## src/rtl/add_pipe_pkg.sv

```systemverilog
// Shared types and sizing helpers for the carry-pipelined adder cell.
package add_pipe_pkg;

    localparam int MAXW = 64;

    function automatic int seg_width(input int width, input int stages);
        return (width + stages - 1) / stages;
    endfunction

    function automatic int top_width(input int width, input int stages);
        return width - (stages - 1) * seg_width(width, stages);
    endfunction

    // One pipeline slot: upper operand slices still to be added, lower result already done.
    typedef struct packed {
        logic            valid;
        logic            sub;
        logic            carry;
        logic [MAXW-1:0] a_hi;
        logic [MAXW-1:0] b_hi;
        logic [MAXW-1:0] c_lo;
    } slot_t;

endpackage

```

## src/rtl/add_pipe_cell_if.sv

```systemverilog
// Operand/result handshake bundle for add_pipe_cell.
interface add_pipe_cell_if #(parameter int WIDTH = 8);
    logic             IN_VALID;
    logic             IN_READY;
    logic [WIDTH-1:0] A;
    logic [WIDTH-1:0] B;
    logic             CIN;
    logic             SUB;
    logic             OUT_VALID;
    logic             OUT_READY;
    logic [WIDTH-1:0] C;
    logic             COUT;
    logic             OVF;

    modport master (
        output IN_VALID, A, B, CIN, SUB, OUT_READY,
        input  IN_READY, OUT_VALID, C, COUT, OVF
    );

    modport slave (
        input  IN_VALID, A, B, CIN, SUB, OUT_READY,
        output IN_READY, OUT_VALID, C, COUT, OVF
    );
endinterface

```

## src/rtl/add_pipe_seg.sv

```systemverilog
// One W-bit slice of the pipelined adder: registered sum and carry-out.
// Latency: 1 cycle.
// Backpressure: holds its registers while EN is low.
module add_pipe_seg #(
    parameter int W = 4
) (
    input  logic         CLK,
    input  logic         RST,
    input  logic         EN,
    input  logic [W-1:0] A,
    input  logic [W-1:0] B,
    input  logic         CI,
    output logic [W-1:0] S,
    output logic         CO
);
    always_ff @(posedge CLK) begin
        if (RST) begin
            {CO, S} <= '0;
        end else if (EN) begin
            {CO, S} <= {1'b0, A} + {1'b0, B} + (W + 1)'(CI);
        end
    end
endmodule

```

## src/rtl/add_pipe_cell.sv

```systemverilog
// Carry-pipelined adder/subtractor, one segment of carry ripple per cycle.
// Latency: STAGES cycles from the accept edge; one beat per cycle throughput.
// Backpressure: whole pipe stalls as a unit while the result is held; IN_READY = OUT_READY | ~OUT_VALID.
module add_pipe_cell
    import add_pipe_pkg::*;
#(
    parameter int WIDTH  = 8,
    parameter int STAGES = 2
) (
    input  logic          CLK,
    input  logic          RST,
    add_pipe_cell_if.slave io
);
    localparam int SEG  = seg_width(WIDTH, STAGES);
    localparam int TOPW = top_width(WIDTH, STAGES);

    slot_t             slot_q [STAGES];
    slot_t             view   [STAGES];
    slot_t             in_slot;
    slot_t             last;
    logic [WIDTH-1:0]  sum_all;
    logic [STAGES-1:0] cy;
    logic [WIDTH-1:0]  b_eff;
    logic              cin_eff;
    logic              adv;
    logic              acc;

    // Subtract runs as A + ~B + ~CIN so every segment is a plain adder.
    assign b_eff   = io.SUB ? ~io.B : io.B;
    assign cin_eff = io.CIN ^ io.SUB;
    assign adv     = io.OUT_READY | ~io.OUT_VALID;
    assign acc     = io.IN_VALID & adv;

    always_comb begin
        in_slot       = '0;
        in_slot.valid = acc;
        in_slot.sub   = io.SUB;
        in_slot.a_hi  = MAXW'(io.A);
        in_slot.b_hi  = MAXW'(b_eff);
    end

    for (genvar k = 0; k < STAGES; k++) begin : g_seg
        localparam int LO = k * SEG;
        localparam int W  = (k == STAGES - 1) ? TOPW : SEG;
        logic [W-1:0] a_in;
        logic [W-1:0] b_in;
        logic [W-1:0] s_out;
        logic         ci;
        logic         co;

        if (k == 0) begin : g_first
            assign a_in = io.A[LO +: W];
            assign b_in = b_eff[LO +: W];
            assign ci   = cin_eff;
        end else begin : g_next
            assign a_in = view[k-1].a_hi[LO +: W];
            assign b_in = view[k-1].b_hi[LO +: W];
            assign ci   = view[k-1].carry;
        end

        add_pipe_seg #(.W(W)) u_seg (
            .CLK (CLK),
            .RST (RST),
            .EN  (adv),
            .A   (a_in),
            .B   (b_in),
            .CI  (ci),
            .S   (s_out),
            .CO  (co)
        );

        assign sum_all[LO +: W] = s_out;
        assign cy[k]            = co;
    end

    // Merge each slot's tag registers with the slice result its segment just produced.
    always_comb begin
        for (int k = 0; k < STAGES; k++) begin
            view[k]       = slot_q[k];
            view[k].carry = cy[k];
            for (int i = 0; i < WIDTH; i++) begin
                if (i / SEG == k) begin
                    view[k].c_lo[i] = sum_all[i];
                end
            end
        end
    end

    always_ff @(posedge CLK) begin
        if (RST) begin
            for (int k = 0; k < STAGES; k++) begin
                slot_q[k] <= '0;
            end
        end else if (adv) begin
            slot_q[0] <= in_slot;
            for (int k = 1; k < STAGES; k++) begin
                slot_q[k] <= view[k-1];
            end
        end
    end

    assign last         = view[STAGES-1];
    assign io.IN_READY  = adv;
    assign io.OUT_VALID = last.valid;
    assign io.C         = last.c_lo[WIDTH-1:0];
    assign io.COUT      = last.carry;
    assign io.OVF       = (last.a_hi[WIDTH-1] == last.b_hi[WIDTH-1]) &&
                          (last.c_lo[WIDTH-1] != last.a_hi[WIDTH-1]);
endmodule

```

## src/flat_wrapper.sv

```systemverilog
// flat-port wrapper written by rule: the top's interface ports become plain ports
module add_pipe_cell_flat import add_pipe_pkg::*;
#(
    parameter int WIDTH  = 8,
    parameter int STAGES = 2
)
  (CLK, RST, io_IN_VALID, io_A, io_B, io_CIN, io_SUB, io_OUT_READY, io_IN_READY, io_OUT_VALID, io_C, io_COUT, io_OVF);
  add_pipe_cell_if #(.WIDTH(WIDTH)) io_i ();
  input  logic CLK;
  input  logic RST;
  input wire logic [$bits(io_i.IN_VALID)-1:0] io_IN_VALID;
  input wire logic [$bits(io_i.A)-1:0] io_A;
  input wire logic [$bits(io_i.B)-1:0] io_B;
  input wire logic [$bits(io_i.CIN)-1:0] io_CIN;
  input wire logic [$bits(io_i.SUB)-1:0] io_SUB;
  input wire logic [$bits(io_i.OUT_READY)-1:0] io_OUT_READY;
  output wire logic [$bits(io_i.IN_READY)-1:0] io_IN_READY;
  output wire logic [$bits(io_i.OUT_VALID)-1:0] io_OUT_VALID;
  output wire logic [$bits(io_i.C)-1:0] io_C;
  output wire logic [$bits(io_i.COUT)-1:0] io_COUT;
  output wire logic [$bits(io_i.OVF)-1:0] io_OVF;
  assign io_i.IN_VALID = io_IN_VALID;
  assign io_i.A = io_A;
  assign io_i.B = io_B;
  assign io_i.CIN = io_CIN;
  assign io_i.SUB = io_SUB;
  assign io_i.OUT_READY = io_OUT_READY;
  assign io_IN_READY = io_i.IN_READY;
  assign io_OUT_VALID = io_i.OUT_VALID;
  assign io_C = io_i.C;
  assign io_COUT = io_i.COUT;
  assign io_OVF = io_i.OVF;
  add_pipe_cell #(.WIDTH(WIDTH), .STAGES(STAGES)) u_core (.CLK(CLK), .RST(RST), .io(io_i));
endmodule
```

## config.mk

```make
export PLATFORM = sky130hd
export DESIGN_NAME = add_pipe_cell_flat
export DESIGN_NICKNAME = d
export VERILOG_FILES = /design/src/rtl/add_pipe_pkg.sv /design/src/rtl/add_pipe_cell_if.sv /design/src/rtl/add_pipe_seg.sv /design/src/rtl/add_pipe_cell.sv /design/src/flat_wrapper.sv
export SDC_FILE = /design/constraint.sdc
export NUM_CORES = 1
export LEC_CHECK = 0
export CORE_MARGIN = 3
export CORE_UTILIZATION = 45
export DETAILED_ROUTE_END_ITERATION = 16
export PLACE_DENSITY = 0.76
export SLEW_MARGIN = 5
export SYNTH_ARGS = -nofsm -noshare
export SYNTH_HDL_FRONTEND = slang
export SYNTH_HIERARCHICAL = 1
export SYNTH_SLANG_ARGS = --single-unit
```

## constraint.sdc

```tcl
create_clock -name CLK -period 1.8 [get_ports CLK]
set_input_delay 0.36 -clock CLK [delete_from_list [all_inputs] [get_ports CLK]]
set_output_delay 0.36 -clock CLK [all_outputs]
set_load 0.02 [all_outputs]
```

==> flow_metrics.env <==
export IMPL_status="complete, no violations"
export IMPL_grt_pass1_vias=1043
export IMPL_cts_max_level=1
export IMPL_die_area_um2=4040
export IMPL_dp_cells=200
export IMPL_root_buffer="clkbuf_4"
export IMPL_min_period_ns=1.76
export IMPL_cp_start_kind="input port"
export IMPL_port_buffers=33
export IMPL_synth_simple_area_share_pct=18.5
export IMPL_fp_dieW_um=63.5
export IMPL_rsz0062_at_grt="false"
export IMPL_core_area_um2=3100
export IMPL_synth_enable_flop_cells=16
export IMPL_drtIter0Drc=22
export IMPL_dieHeight_um=63.5
export IMPL_r2r_cells=4
export IMPL_fmax_mhz=568
export IMPL_antenna_found_initial=0
export IMPL_num_vias=1024
export IMPL_r2r_start="u_core/slot_q[0][132]"
export IMPL_preCtsSetupSlack_ns=-0.567
export IMPL_grt_use_met2_pct=25.7
export IMPL_ys_types=29
export IMPL_drtAntennaViolNets=0
export IMPL_min_path_type="reg2reg"
export IMPL_timing_critical_path_from="io_SUB"
export IMPL_combPwrFrac_pct=29.4
export IMPL_grt_most_used_layer="met2"
export IMPL_nets=193
export IMPL_critPathMaxFanout=4
export IMPL_switchingPower_uw=386
export IMPL_post_route_period_util_pct=97.8
export IMPL_antenna_cells=0
export IMPL_reg2reg_slack_ns=0.15
export IMPL_cp_end_kind="register"
export IMPL_hold_slack_ns=0.491
export IMPL_p_leak_nw=0.785
export IMPL_first_pass_iters=4
export IMPL_synth_top_cell_area_share_pct=32.2
export IMPL_slew_viol_final=0
export IMPL_path_clk_slew_ns=0.13
export IMPL_cellPowerDensity_nw_per_um2=727
export IMPL_cp_required_ns=2.04
export IMPL_grt_pass1_wl_um=4550
export IMPL_vias_per_cell=5.02
export IMPL_power_mw=1.40
export IMPL_yosysSeqAreaShare_pct=45.7
export IMPL_worstMarginPinSlew_ns=0.244
export IMPL_fin_util_pct=61.9
export IMPL_clk_latency_ns=0.32
export IMPL_synth_xor_area_share_pct=6.47
export IMPL_synth_top_family_by_area="simple AND/OR/NAND/NOR gates"
export IMPL_hold_end="u_core/g_seg[1].u_seg/S[1]"
export IMPL_drive_gt1_share_pct=21.3
export IMPL_finalClockSkew_ns=0.0110
export IMPL_dp_hpwl_um=2150
export IMPL_synthAdderAreaFrac_pct=10.4
export IMPL_area_growth_pct=28.9
export IMPL_arrival_ns=1.99
export IMPL_yosys_top_cells_area="edfxtp_1 32%, dfxtp_1 13%, fa_1 5.4%"
export IMPL_grt_max_degree=19
export IMPL_synth_compound_area_share_pct=7.64
export IMPL_max_vdd_ir_drop_mv=0.353
export IMPL_drc=0
export IMPL_cap_violations=0
export IMPL_use_met1_pct=16.4
export IMPL_synth_cells=122
export IMPL_cts_sinks=26
export IMPL_postCtsSetupRepairBufs=0
export IMPL_cts_tree="built"
export IMPL_ys_seq_elements=26
export IMPL_syn_area_per_cell_um2=12.2
export IMPL_pwr_share_clk_pct=17.9
export IMPL_yosysWarningCount=6
export IMPL_postSynth_asyncResetShare_pct=0
export IMPL_finalWirelength_um=2690
export IMPL_yosys_area_top_type="edfxtp_1"
export IMPL_clockBufferDepth=2
export IMPL_synthFlopType="edfxtp_1"
export IMPL_start_util_pct=48.0
export IMPL_hold_depth=2
export IMPL_grt_use_total_pct=14.1
export IMPL_timing_rr_end="u_core/g_seg[1].u_seg/S[1]"
export IMPL_synth_fp_nets=154
export IMPL_sw_frac_of_total_pct=27.6
export IMPL_synth_most_common_cell="edfxtp_1"
export IMPL_gr_total_overflow=0
export IMPL_syn_area_um2=1490
export IMPL_gp_congestion=0.886
export IMPL_fin_ws_ns=0.0401
export IMPL_finalNonFillerCells=204
export IMPL_io_pins=34
export IMPL_wl_per_cell_um=13.2
export IMPL_worstHoldStart="u_core/g_seg[1].u_seg/S[1]"
export IMPL_rows=20
export IMPL_setup_viol=0
export IMPL_synthMuxAreaShare_pct=2.69
export IMPL_critPathKind="in2reg"
export IMPL_yosys_top_cells_count="16 x edfxtp_1, 10 x dfxtp_1, 9 x inv_1, 8 x nor2_1"
export IMPL_slew_headroom_pct=83.6
export IMPL_numCtsBuffers=3
export IMPL_met3_usage_pct=1.60
export IMPL_internal_power_mw=1.01
export IMPL_seqPwrFrac_pct=52.7
export IMPL_hold_violations=0
-- worst max path at each step --
stage,to,slack (ns),cells past startpoint
floorplan,u_core/g_seg[0].u_seg/S[1],0.0008,6
global placement,u_core/g_seg[0].u_seg/CO,-0.51,8
detailed placement,u_core/g_seg[0].u_seg/CO,-0.57,8
CTS,io_IN_READY,0.05,4
global route,u_core/g_seg[0].u_seg/CO,0.002,8
finish,u_core/g_seg[0].u_seg/S[3],0.04,7
-- flip-flops by register name, summed over array words and instances, names as in the netlist --
name and cells:
u_core/slot_q 16, u_core/g_seg.u_seg/CO 2, u_core/g_seg.u_seg/S 8
-- critical path, stage by stage --
cell	delay [ns]
clkdlybuf4s15_1	0.28
buf_4	0.19
buf_4	0.15
xor2_1	0.16
ha_1	0.31
or3b_1	0.39
o221ai_1	0.16
-- final cells by class --
type                    instances  area [um2]
repair buffers                 45         415
fillers                       273        1180
flip-flops and latches         26         681
multi-input cells              76         706
well taps                      44        55.1
clock buffers                   4        26.3
inverters                       9        37.5
-- placed cells by master, fill, tap and decap left out, types with 3 or more instances in the layout --
cell type / count
nand2_1: 3
nor3_2: 4
ha_1: 6
clkbuf_4: 3
edfxtp_1: 16
nor3b_1: 6
dlygate4sd2_1: 4
buf_4: 12
mux2i_1: 4
xor2_1: 3
xnor2_1: 6
inv_1: 8
dfxtp_1: 10
clkdlybuf4s50_1: 28
nor2_1: 8
nor3b_2: 6
-- logic make-up after synthesis --
kind of cell             Yosys count
adder cells (fa/ha/maj)           10
AND/OR/NAND/NOR                   36
buffers and inverters             20
multiplexers                       4
XOR/XNOR                          11
AO/OA/AOI/OAI                     15
flip-flops                        26
-- power groups by stage --
stage | clock network, mW | logic, mW | registers [mW]
final | 0.250 | 0.410 | 0.735
after global routing | 0.292 | 0.447 | 0.745
after CTS | 0.268 | 0.414 | 0.736
after detailed placement | 0 | 0.414 | 0.750
after global placement | 0 | 0.395 | 0.747
after floorplan | 0 | 0.244 | 0.765
-- per-stage QoR --
step / cell area (um2) / TNS [ns]
2_1_floorplan: 1520 / 0
6_report: 1920 / 0
3_3_place_gp: 1890 / -2.12
5_1_grt: 1920 / 0
4_1_cts: 1920 / 0
3_5_place_dp: 1890 / -2.53
-- timing repair --
action | in CTS | in global routing
cloned | 0 | 0
gates resized for setup | 6 | 1
hold buffers | 0 | 0
endpoints found under the setup margin | 6 | 2
pin swaps | 1 | 1
-- routing by layer --
| layer | wire length, um | part of all wire [%] |
|---|---|---|
| met2 | 1490 | 55 |
| met4 | 0 | 0 |
| met5 | 0 | 0 |
| met1 | 1090 | 41 |
| met3 | 111 | 4.1 |
Note: power is estimated with default switching activity, not from simulation.
